<file path="src/rtl/bird_control.sv">
// Frame sequencer for the bird sprite: clear, move, draw and check once per tick.
// It also handles wall bounce with LFSR jitter, the fall after a hit, and the timed escape.
module bird_control #(
  parameter int          X_MIN         = 0,
  parameter int          X_MAX         = 156,
  parameter int          Y_MIN         = 0,
  parameter int          Y_MAX         = 96,
  parameter int          ESCAPE_FRAMES = 600,
  parameter logic [7:0]  LFSR_SEED     = 8'hA5
) (
  input  logic       clk,
  input  logic       reset_n,
  input  logic       start,
  input  logic       tick,
  input  logic       shot,
  input  logic       enable,
  input  logic       flying,
  input  logic [7:0] bird_x,
  input  logic [6:0] bird_y,
  output logic [3:0] control,
  output logic       busy,
  output logic       bird_done,
  output logic       bird_hit
);

  localparam logic [7:0] XMIN_C = 8'(X_MIN);
  localparam logic [7:0] XMAX_C = 8'(X_MAX);
  localparam logic [6:0] YMIN_C = 7'(Y_MIN);
  localparam logic [6:0] YMAX_C = 7'(Y_MAX);
  localparam logic [9:0] ESC_C  = 10'(ESCAPE_FRAMES);

  typedef enum logic [3:0] {
    S_IDLE, S_WAIT, S_CLEAR, S_MOVE_X, S_MOVE_Y,
    S_FALL, S_FLEE, S_DRAW, S_CHECK, S_PREHOLD
  } state_t;

  typedef enum logic [1:0] {M_NORMAL, M_SHOT, M_ESCAPE} mode_t;

  state_t     state, state_nxt;
  mode_t      mode;
  logic       dir_x, dir_y, shot_lat;
  logic [9:0] frame_cnt;
  logic [7:0] lfsr;

  function automatic logic [3:0] ctrl_code(input state_t s, input logic dx, input logic dy);
    case (s)
      S_CLEAR:   return 4'd5;
      S_MOVE_X:  return dx ? 4'd2 : 4'd1;
      S_MOVE_Y:  return dy ? 4'd4 : 4'd3;
      S_FALL:    return 4'd7;
      S_FLEE:    return 4'd8;
      S_DRAW:    return 4'd6;
      S_CHECK:   return 4'd9;
      S_PREHOLD: return 4'd11;
      default:   return 4'd0;
    endcase
  endfunction

  // Fibonacci x^8+x^6+x^5+x^4+1
  function automatic logic [7:0] lfsr_step(input logic [7:0] v);
    return {v[6:0], v[7] ^ v[5] ^ v[4] ^ v[3]};
  endfunction

  always_comb begin
    state_nxt = state;
    case (state)
      S_IDLE:   if (start) state_nxt = S_DRAW;
      S_WAIT:   if (tick) state_nxt = S_CLEAR;
      S_CLEAR:
        if (enable) begin
          case (mode)
            M_NORMAL: state_nxt = S_MOVE_X;
            M_SHOT:   state_nxt = S_FALL;
            default:  state_nxt = S_FLEE;
          endcase
        end
      S_MOVE_X: state_nxt = S_MOVE_Y;
      S_MOVE_Y: state_nxt = S_DRAW;
      S_FALL:   state_nxt = S_DRAW;
      S_FLEE:   state_nxt = S_DRAW;
      S_DRAW:   if (enable) state_nxt = S_CHECK;
      S_CHECK:  state_nxt = (mode != M_NORMAL && !flying) ? S_PREHOLD : S_WAIT;
      default:  state_nxt = S_IDLE;
    endcase
  end

  always_ff @(posedge clk or negedge reset_n) begin
    if (!reset_n) begin
      state     <= S_IDLE;
      control   <= 4'd0;
      busy      <= 1'b0;
      bird_done <= 1'b0;
      bird_hit  <= 1'b0;
      dir_x     <= 1'b1;
      dir_y     <= 1'b0;
      mode      <= M_NORMAL;
      shot_lat  <= 1'b0;
      frame_cnt <= 10'd0;
      lfsr      <= LFSR_SEED;
    end else begin
      state     <= state_nxt;
      control   <= ctrl_code(state_nxt, dir_x, dir_y);
      busy      <= (state_nxt != S_IDLE);
      bird_done <= (state == S_PREHOLD);
      bird_hit  <= (state == S_PREHOLD) && (mode == M_SHOT);

      if (state == S_IDLE && start) begin
        shot_lat  <= 1'b0;
        frame_cnt <= 10'd0;
        mode      <= M_NORMAL;
      end else if (state != S_IDLE && shot && mode == M_NORMAL) begin
        shot_lat <= 1'b1;
      end

      // A pending shot overrides an escape that falls due in the same CHECK.
      if (state == S_CHECK && mode == M_NORMAL) begin
        if (frame_cnt != ESC_C)
          frame_cnt <= frame_cnt + 10'd1;
        if (shot_lat)
          mode <= M_SHOT;
        else if (frame_cnt + 10'd1 == ESC_C)
          mode <= M_ESCAPE;

        if (bird_x >= XMAX_C)
          dir_x <= 1'b0;
        else if (bird_x <= XMIN_C)
          dir_x <= 1'b1;

        if (bird_y >= YMAX_C)
          dir_y <= 1'b0;
        else if (bird_y <= YMIN_C)
          dir_y <= 1'b1;
        else if (lfsr[2:0] == 3'd0)
          dir_y <= ~dir_y;

        lfsr <= lfsr_step(lfsr);
      end
    end
  end

endmodule
</file>
<file path="config.mk">
export PLATFORM = sky130hd
export DESIGN_NAME = bird_control
export DESIGN_NICKNAME = d
export VERILOG_FILES = /design/src/rtl/bird_control.sv
export SDC_FILE = /design/constraint.sdc
export NUM_CORES = 1
export LEC_CHECK = 0
export CAP_MARGIN = 5
export CORE_MARGIN = 3
export CORE_UTILIZATION = 42
export CTS_CLUSTER_SIZE = 30
export DETAILED_ROUTE_END_ITERATION = 6
export GPL_TIMING_DRIVEN = 0
export SYNTH_ARGS = -nofsm -noshare
export SYNTH_HDL_FRONTEND = slang
export SYNTH_SLANG_ARGS = --single-unit
</file>
<file path="constraint.sdc">
create_clock -name clk -period 2.72 [get_ports clk]
set_input_delay 0.544 -clock clk [delete_from_list [all_inputs] [get_ports clk]]
set_output_delay 0.544 -clock clk [all_outputs]
set_load 0.005 [all_outputs]
</file>
== Word-level counts from Yosys, hierarchy flattened ==
Cells that the tools add are included.

* Flip-flop bits (word level): 34
* Bits in latches: 0
* Memory bits (writable): 0
* ROM bits: 0
* Bits of input ports: 22
* Output and inout port bits: 7
* Logic and storage cells: 83
* Memories kept: 0

* Add/sub/neg operators: 1
* Multipliers: 0
* Divide/modulo/power cells: 0
* Magnitude comparators: 4
* Eq/ne operators: 20
* Shift-type cells: 0
* Mux-type cells: 24
* Bitwise gates (word level): 4
* Reductions and logical operators: 19

{| class="wikitable"
|+ Operators by type and width
! kind !! count
|-
| $eq A4 B3 Y1 const B || 8
|-
| $pmux W4 S8 || 1
|-
| $mux W10 || 3
|-
| $pmux W4 S7 || 1
|-
| $mux W4 || 5
|-
| $eq A4 B2 Y1 const B || 4
|-
| $eq A4 B4 Y1 const B || 4
|-
| $add A10 B1 Y10 const B || 1
|-
| $eq A10 B10 Y1 const B || 1
|-
| $mux W2 || 5
|-
| $ne A10 B10 Y1 const B || 1
|-
| $ge A8 B8 Y1 const B || 1
|-
| $le A8 B1 Y1 const B || 1
|-
| $reduce_bool A4 Y1 || 2
|-
| $ge A7 B7 Y1 const B || 1
|-
| $le A7 B1 Y1 const B || 1
|-
| $mux W1 || 7
|-
| $logic_and A1 B1 Y1 || 6
|-
| $pmux W3 S2 || 1
|-
| $reduce_bool A2 Y1 || 3
|-
| $eq A4 B1 Y1 const B || 1
|-
| $logic_not A4 Y1 || 1
|-
| $reduce_and A2 Y1 || 2
|-
| $logic_not A3 Y1 || 1
|-
| 8 further kinds || 10
|}

== Logic depth before layout (Yosys ltp) ==
Gate-level depths: netlist of the first run.

* Depth in word-level cells: 6
* Mapped depth: 7
* Gate-level depth less buffers: 6

== Worst setup path before layout of the first run ==
Ideal clock, no wire load.

* Kind: flip-flop to flip-flop
* Start point: register state[2]
* End point: register dir_y
* Library setup time: 0.121 ns
* Arrival time: 1.766 ns
* Required time: 2.599 ns
* Path slack: 0.833 ns
* Stages on the path, launching flop included: 7
* Buffers on the path: 3
* Cell sequence: dfrtp_1 -> buf_6 -> or4b_4 -> or3_1 -> buf_2 -> buf_2 -> o22a_1

* Word-level cells in the longest chain between the ends: 3

{| class="wikitable"
|+ RTL lines
! what !! RTL line !! text
|-
| start, declared || 39 || <nowiki>state_t state, state_nxt;</nowiki>
|-
| start signal, assigned || 101 || <nowiki>state <= state_nxt;</nowiki>
|-
| $eq A4 B4 Y1 || 116 || <nowiki>if (state == S_CHECK && mode == M_NORMAL) begin</nowiki>
|-
| $logic_and A1 B1 Y1 || 116 ||
|-
| $reduce_and A2 Y1 (no line) || n/a ||
|-
| end signal, assigned || 134 || <nowiki>dir_y <= ~dir_y;</nowiki>
|-
| end, declared || 41 || <nowiki>logic dir_x, dir_y, shot_lat;</nowiki>
|}

No other way between the ends.
A chain may end at the register's enable or synchronous reset.

== Worst setup path in the final report of the first run ==
* Start point: input enable
* End point: register control[1]

* Word-level cells in the longest chain between the ends: 4

{| class="wikitable"
|+ RTL lines
! what !! RTL line !! text
|-
| start, declared || 16 || <nowiki>input logic enable,</nowiki>
|-
| $mux W4, on equally long branches || 81, 70 ||
|-
| $pmux W4 S7 (*) || 66 || <nowiki>case (state)</nowiki>
|-
| $eq A4 B4 Y1 (tied with other cells) || 46 || <nowiki>case (s)</nowiki>
|-
| $pmux W4 S8 (*) || 46 ||
|-
| end signal, assigned || 102 || <nowiki>control <= ctrl_code(state_nxt, dir_x, dir_y);</nowiki>
|-
| end, declared || 20 || <nowiki>output logic [3:0] control,</nowiki>
|}

Mark *: on every way between the ends. The rest lies on a longest branch, timed or not.

==> results of run 1 <==
==> cell usage after synthesis (all sizes together), types with 2 or more instances <==
cell type  number
a21bo           2
a21o            4
a21oi           6
a22o            2
a22oi           2
a31oi           2
and2            4
and3            4
buf             7
clkbuf          3
dfrtp          29
dfstp           5
ha              2
inv             6
nand2          37
nand2b          3
nand3           3
nand3b          2
nand4           4
nand4b          2
nor2            7
nor2b           5
nor3            8
nor3b           4
nor4            5
nor4b           2
o21ai           5
o21bai          3
o31ai           4
xnor2           5
xor2            2
==> worst reg2reg max path: stages, from the launching register on <==
cell     delay [ns]
dfrtp_1        0.37
buf_6          0.14
or4b_4         0.51
or3_1          0.32
buf_2          0.16
buf_2          0.19
o22a_1         0.22
==> sequential cells by signal, summed over array words and instances (netlist names) <==
name       cells
control        4
bird_hit       1
state          4
mode           2
bird_done      1
lfsr           8
busy           1
shot_lat       1
dir_x          1
frame_cnt     10
dir_y          1
==> how the worst min path moves through the flow <==
| stage | from | endpoint | slack, ns |
|---|---|---|---|
| 6_report | reset_n | control[3] | 0.32 |
| 5_1_grt | reset_n | mode[1] | 0.38 |
| 4_1_cts | reset_n | frame_cnt[6] | 0.34 |
| 3_5_place_dp | lfsr[6] | lfsr[6] | 0.46 |
| 3_3_place_gp | lfsr[6] | lfsr[7] | 0.45 |
| 2_1_floorplan | reset_n | bird_done | 0.25 |
==> final cells by class <==
| cell class | instances | share of cell area (%) |
|---|---|---|
| repair buffers | 28 | 12.09 |
| clock buffers | 7 | 3.791 |
| well taps | 50 | 2.747 |
| clock inverters | 1 | 0.2198 |
| multi-input cells | 147 | 40.11 |
| plain buffers | 10 | 2.418 |
| inverters | 6 | 0.9890 |
| flip-flops and latches | 34 | 37.64 |
==> cells by family (layout without fill, tap and decap cells) <==
family          count (synthesis)  count (layout)
simple gates                   95              95
compound gates                 42              42
flops                          34              34
buf+inv                        16              52
xor+xnor                        7               7
fa+ha+maj                       2               2
mux                             1               1
==> routing by layer <==
metal / track usage (%) / up-vias
met3: 4.294 / 4
li1: - / 780
met2: 28.82 / 46
met4: 9.812 / 0
met1: 20.33 / 761
met5: 0 / -
==> per-stage QoR <==
step	std cells	worst slack [ns]	utilization, %
2_1_floorplan	197	0.8327	-
3_3_place_gp	275	0.4160	53.24
3_5_place_dp	275	0.3665	53.12
4_1_cts	283	0.6758	55.34
5_1_grt	283	0.5057	55.34
6_report	283	0.6286	55.34
==> power groups by stage <==
stage	combinational, mW	clock, mW	sequential, mW
2_1_floorplan	0.484	0	0.695
3_3_place_gp	0.672	0	0.714
3_5_place_dp	0.689	0	0.719
4_1_cts	0.693	0.399	0.712
5_1_grt	0.766	0.417	0.727
6_report	0.689	0.379	0.710
==> impl_metrics.py, run 1 <==
metrics = {
    "worst_setup_path": {
        "cp.arrival_ns": 2.24,
        "crit_path_start_kind": "primary input",
        "worstSetupStartpoint": "enable",
        "crit_chain": "clkdlybuf4s50_1 > nand2_1 > nor4_1 > nor4b_1 > a311oi_1 > o211ai_1",
        "reg2reg_from": "state[2]",
        "path_class": "primary input to register",
        "crit_end": "control[1]",
        "crit_family": "simple AND/OR/NAND/NOR gates",
        "endpoint_kind": "register",
        "crit_buf_inv": 1,
        "cp.depth": 6,
        "required_ns": 2.87,
        "reg2regPathDepth": 6,
        "r2r_setup_slack_ns": 0.70,
        "slowest_stage": "clkdlybuf4s50_1",
        "path_max_fanout": 3,
        "r2r-end": "dir_y",
        "cp_slowest_stage_delay_ns": 0.51,
    },
    "cells_and_area": {
        "multiInputGateArea_sq_um": 913.4,
        "seqCellArea_sq_um": 857.1,
        "stdcell_area_sq_um": 2277,
        "layout_commonest_cell": "nand2_1",
        "fin_nets": 256,
        "area_delta_synth_final_pct": 23.22,
        "diodes": 0,
        "drive_gt1_share_pct": 12.02,
        "most-common-layout-cells": "nand2_1, dfrtp_1, clkdlybuf4s50_1, nor2_1, nor3_1",
        "n_fill_cell": 383,
    },
    "sta": {
        "fin_tns_setup_ns": 0,
        "fmax_mhz": 478.1,
        "finClkSkew_ns": 0.007239,
        "hold_viol": 0,
        "fin_crit_ns": 2.091,
        "finalSetupViolations": 0,
        "worst_pin_slew_ns": 0.7400,
        "whs_ns": 0.3218,
        "relSlewSlack_pct": 50.67,
        "fin_crit_sh_pct": 76.89,
        "rsz0062_at_grt": "false",
        "drv_slew": 0,
    },
    "yosys": {
        "syn_area_sq_um": 1848,
        "synth_area_leader_cell": "dfrtp_1",
        "synth.mux.area_fraction_pct": 0.5416,
        "syn_nets": 221,
        "ys_ff_latch": 34,
        "ys_seq_area_share_pct": 46.38,
        "synth_top_family_by_area": "simple AND/OR/NAND/NOR gates",
        "synth-compound-area-share_pct": 16.86,
        "synth_area_leaders": "dfrtp_1, nand2_1, dfstp_2, xnor2_1, nor3_1",
        "synthXorXnorAreaFrac_pct": 3.318,
        "synth_top_area_share_pct": 39.27,
        "syn_inst": 197,
        "synth-adder-area-share_pct": 1.354,
        "yosysWarningCount": 0,
        "synth_cell_types": 55,
        "syn_area_per_cell_sq_um": 9.381,
        "yosys.area_share.simple_pct": 27.35,
        "async_flop_share_pct": 100.0,
        "synth_edf_count": 0,
        "synth_ff_type": "dfrtp_1",
    },
    "global_routing": {
        "overflow": 0,
        "antenna_found_initial": 0,
        "first_global_vias": 1566,
        "grt_pass1_wl_mm": 7.051,
        "grt_start_max_net_pins": 35,
        "grt_use_total_pct": 17.35,
    },
    "job": {
        "maxCapViolCount": 0,
    },
    "floorplanning": {
        "die_w_um": 72.33,
        "ios": 29,
        "die_h_um": 72.33,
        "num_rows": 23,
        "die_area_sq_um": 5232,
        "initial_core_util_pct": 44.91,
        "design.core.area_sq_um": 4115,
    },
    "detailed_routing": {
        "wl_met3_um": 217,
        "routed_wl_mm": 4.108,
        "antenna_left": 0,
        "drc": 0,
        "drt-met1-wl_mm": 1.767,
        "dr.pass1.iters": 4,
        "drt_iter0_markers": 59,
        "via_count": 1591,
        "wl_per_cell_um": 14.52,
        "wl_met2_mm": 2.084,
        "vias_per_cell": 5.622,
        "dr.max_layer_used": "met4",
    },
    "power_and_ir_drop": {
        "power.density_nw_per_um2": 780.9,
        "clkPwrFrac_pct": 21.3,
        "power_mw": 1.778,
        "p_seq_share_pct": 39.9,
        "power.internal_mw": 1.152,
        "p_comb_share_pct": 38.8,
        "p_leak_nw": 0.9943,
        "p_sw_mw": 0.6264,
        "switching_share_pct": 35.23,
        "vdd_drop_max_mv": 0.3404,
    },
    "clock_network": {
        "clock_latency_ns": 0.29,
        "cts-resized-gates": 0,
        "cts_setup_buffers": 0,
        "cts_root_buf": "clkbuf_8",
        "ctsHtreeMaxLevel": 2,
        "clk_path_buf_depth": 2,
        "cts_tree": "done",
        "path_clk_slew_ns": 0.06,
        "numCtsBuffers": 5,
        "hold_buffers": 0,
        "cts.sinks": 34,
    },
    "placement": {
        "place_hpwl_mm": 3.119,
        "place_congestion": 0.8670,
        "port_buffers": 28,
        "dpl-instance-area_sq_um": 2186,
    },
    "hold_path": {
        "hp-class": "primary input to asynchronous set/reset pin",
    },
    "status": {
        "status": "finished, final reports clean",
    },
}
No activity file was read; power rests on OpenSTA's default activity.
==> run 2, diff against run 1 <==
Clock period 2.72 ns to 2 ns, I/O delays scaled along.
==> run 2 against run 1 <==
Critical path depth did not move. Largest cell class unchanged. Power rose by 41%. Setup slack lost 0.62 ns. Clock skew down 0.0019 ns. Largest power group is now combinational cells.
==> impl_metrics.py, run 2 (synthesis gave the netlist of run 1 again) <==
metrics = {
    "status": {
        "status": "finished, final reports clean",
    },
    "job": {
        "maxCapViolCount": 0,
    },
    "clock_network": {
        "clk_path_buf_depth": 2,
        "cts_root_buf": "clkbuf_8",
        "cts_tree": "done",
        "cts.sinks": 34,
        "ctsHtreeMaxLevel": 2,
        "path_clk_slew_ns": 0.06,
        "numCtsBuffers": 5,
        "clock_latency_ns": 0.29,
    },
    "detailed_routing": {
        "routed_wl_mm": 4.227,
        "antenna_left": 0,
        "via_count": 1575,
        "wl_per_cell_um": 14.88,
        "vias_per_cell": 5.546,
        "dr.pass1.iters": 4,
        "drc": 0,
        "drt_iter0_markers": 75,
    },
    "sta": {
        "fin_crit_ns": 1.989,
        "hold_viol": 0,
        "fmax_mhz": 502.7,
        "rsz0062_at_grt": "true",
        "fin_tns_setup_ns": 0,
        "drv_slew": 0,
        "finalSetupViolations": 0,
        "finClkSkew_ns": 0.005359,
        "fin_crit_sh_pct": 99.46,
        "worst_pin_slew_ns": 0.7429,
        "relSlewSlack_pct": 50.47,
    },
    "worst_setup_path": {
        "cp.arrival_ns": 2.17,
        "crit_path_start_kind": "register",
        "endpoint_kind": "register",
        "required_ns": 2.18,
        "path_class": "register to register",
        "path_max_fanout": 10,
    },
    "global_routing": {
        "grt_start_max_net_pins": 35,
        "overflow": 0,
        "first_global_vias": 1566,
        "grt_pass1_wl_mm": 7.093,
        "antenna_found_initial": 0,
        "grt_use_total_pct": 17.46,
    },
    "power_and_ir_drop": {
        "vdd_drop_max_mv": 0.4626,
        "power.density_nw_per_um2": 1062,
        "p_leak_nw": 1.014,
    },
    "placement": {
        "place_congestion": 0.8670,
        "place_hpwl_mm": 3.119,
        "port_buffers": 28,
        "dp.cells": 275,
    },
    "cells_and_area": {
        "fin_nets": 257,
        "largest_reg_flops": 10,
        "layout_commonest_cell": "nand2_1",
        "utilization_pct": 57.22,
        "n_fill_cell": 372,
        "area_delta_synth_final_pct": 27.42,
        "drive_gt1_share_pct": 16.24,
        "most-common-layout-cells": "nand2_1, dfrtp_1, clkdlybuf4s50_1, nor2_1, nor3_1",
        "diodes": 0,
        "fin_cells": 284,
        "top_regs": "frame_cnt x10, lfsr x8",
        "largest-register": "frame_cnt",
    },
    "floorplanning": {
        "ios": 29,
        "die_area_sq_um": 5232,
        "design.core.area_sq_um": 4115,
        "initial_core_util_pct": 44.91,
        "num_rows": 23,
        "die_h_um": 72.33,
        "die_w_um": 72.33,
    },
    "hold_path": {
        "hp-class": "primary input to asynchronous set/reset pin",
    },
}
-- run 2: per-layer routing --
layer	share of wire [%]	global-route usage, %	wire (um)	vias to the layer above
li1	-	-	-	778
met4	1.9	9.812	80	0
met5	0	0	0	-
met2	50	28.72	2098	39
met3	4.7	4.294	199	8
met1	44	20.77	1849	750
-- run 2: worst paths after layout --
check | from | to | cells past startpoint | slack (ns)
min | reset_n | control[3] | 1 | 0.17
max in group asynchronous | reset_n | lfsr[3] | 1 | 1.35
max | state[2] | dir_y | 6 | 0.01
max reg2reg | state[2] | dir_y | 6 | 0.01
min reg2reg | lfsr[0] | lfsr[0] | 2 | 0.48
min in group clk | lfsr[0] | lfsr[0] | 2 | 0.48
-- run 2: cell type report --
type | instances | area [sq um] | share of cell area, %
buffer | 9 | 65.06 | 2.763
clock buffer | 7 | 86.33 | 3.666
clock inverter | 1 | 5.005 | 0.2125
inverter | 6 | 22.52 | 0.9564
multi-input combinational | 147 | 965.9 | 41.02
sequential | 34 | 857.1 | 36.40
tap | 50 | 62.56 | 2.657
timing repair buffer | 30 | 290.3 | 12.33
-- run 2: report_power, final --
group	internal, mW	total (mW)	switching, mW
clock network	0.277	0.518	0.241
registers	0.841	0.978	0.136
logic	0.484	1.01	0.521
total	1.60	2.50	0.898
-- run 2: per-stage QoR --
| stage | total power, mW | cell area [sq um] | hold slack [ns] | worst slack (ns) |
|---|---|---|---|---|
| floorplan | 1.604 | 1848 | 0.1044 | 0.1127 |
| global placement | 1.884 | 2191 | 0.4496 | -0.1601 |
| detailed placement | 1.914 | 2186 | 0.4622 | -0.2095 |
| CTS | 2.472 | 2295 | 0.1938 | -0.02328 |
| global route | 2.673 | 2355 | 0.2335 | -0.06953 |
| finish | 2.501 | 2355 | 0.1735 | 0.01071 |
-- run 2: worst max-delay path, cell delays in order (launching register included) --
cell	delay [ns]
dfrtp_1	0.37
buf_6	0.12
or4b_4	0.52
or3_4	0.35
buf_6	0.14
buf_4	0.16
o22a_1	0.21
-- run 2: what timing repair did --
item	CTS	global route
hold buffers	0	0
setup buffers	0	2
resized for setup	4	11
setup endpoints to repair	6	14
pin swaps	1	0
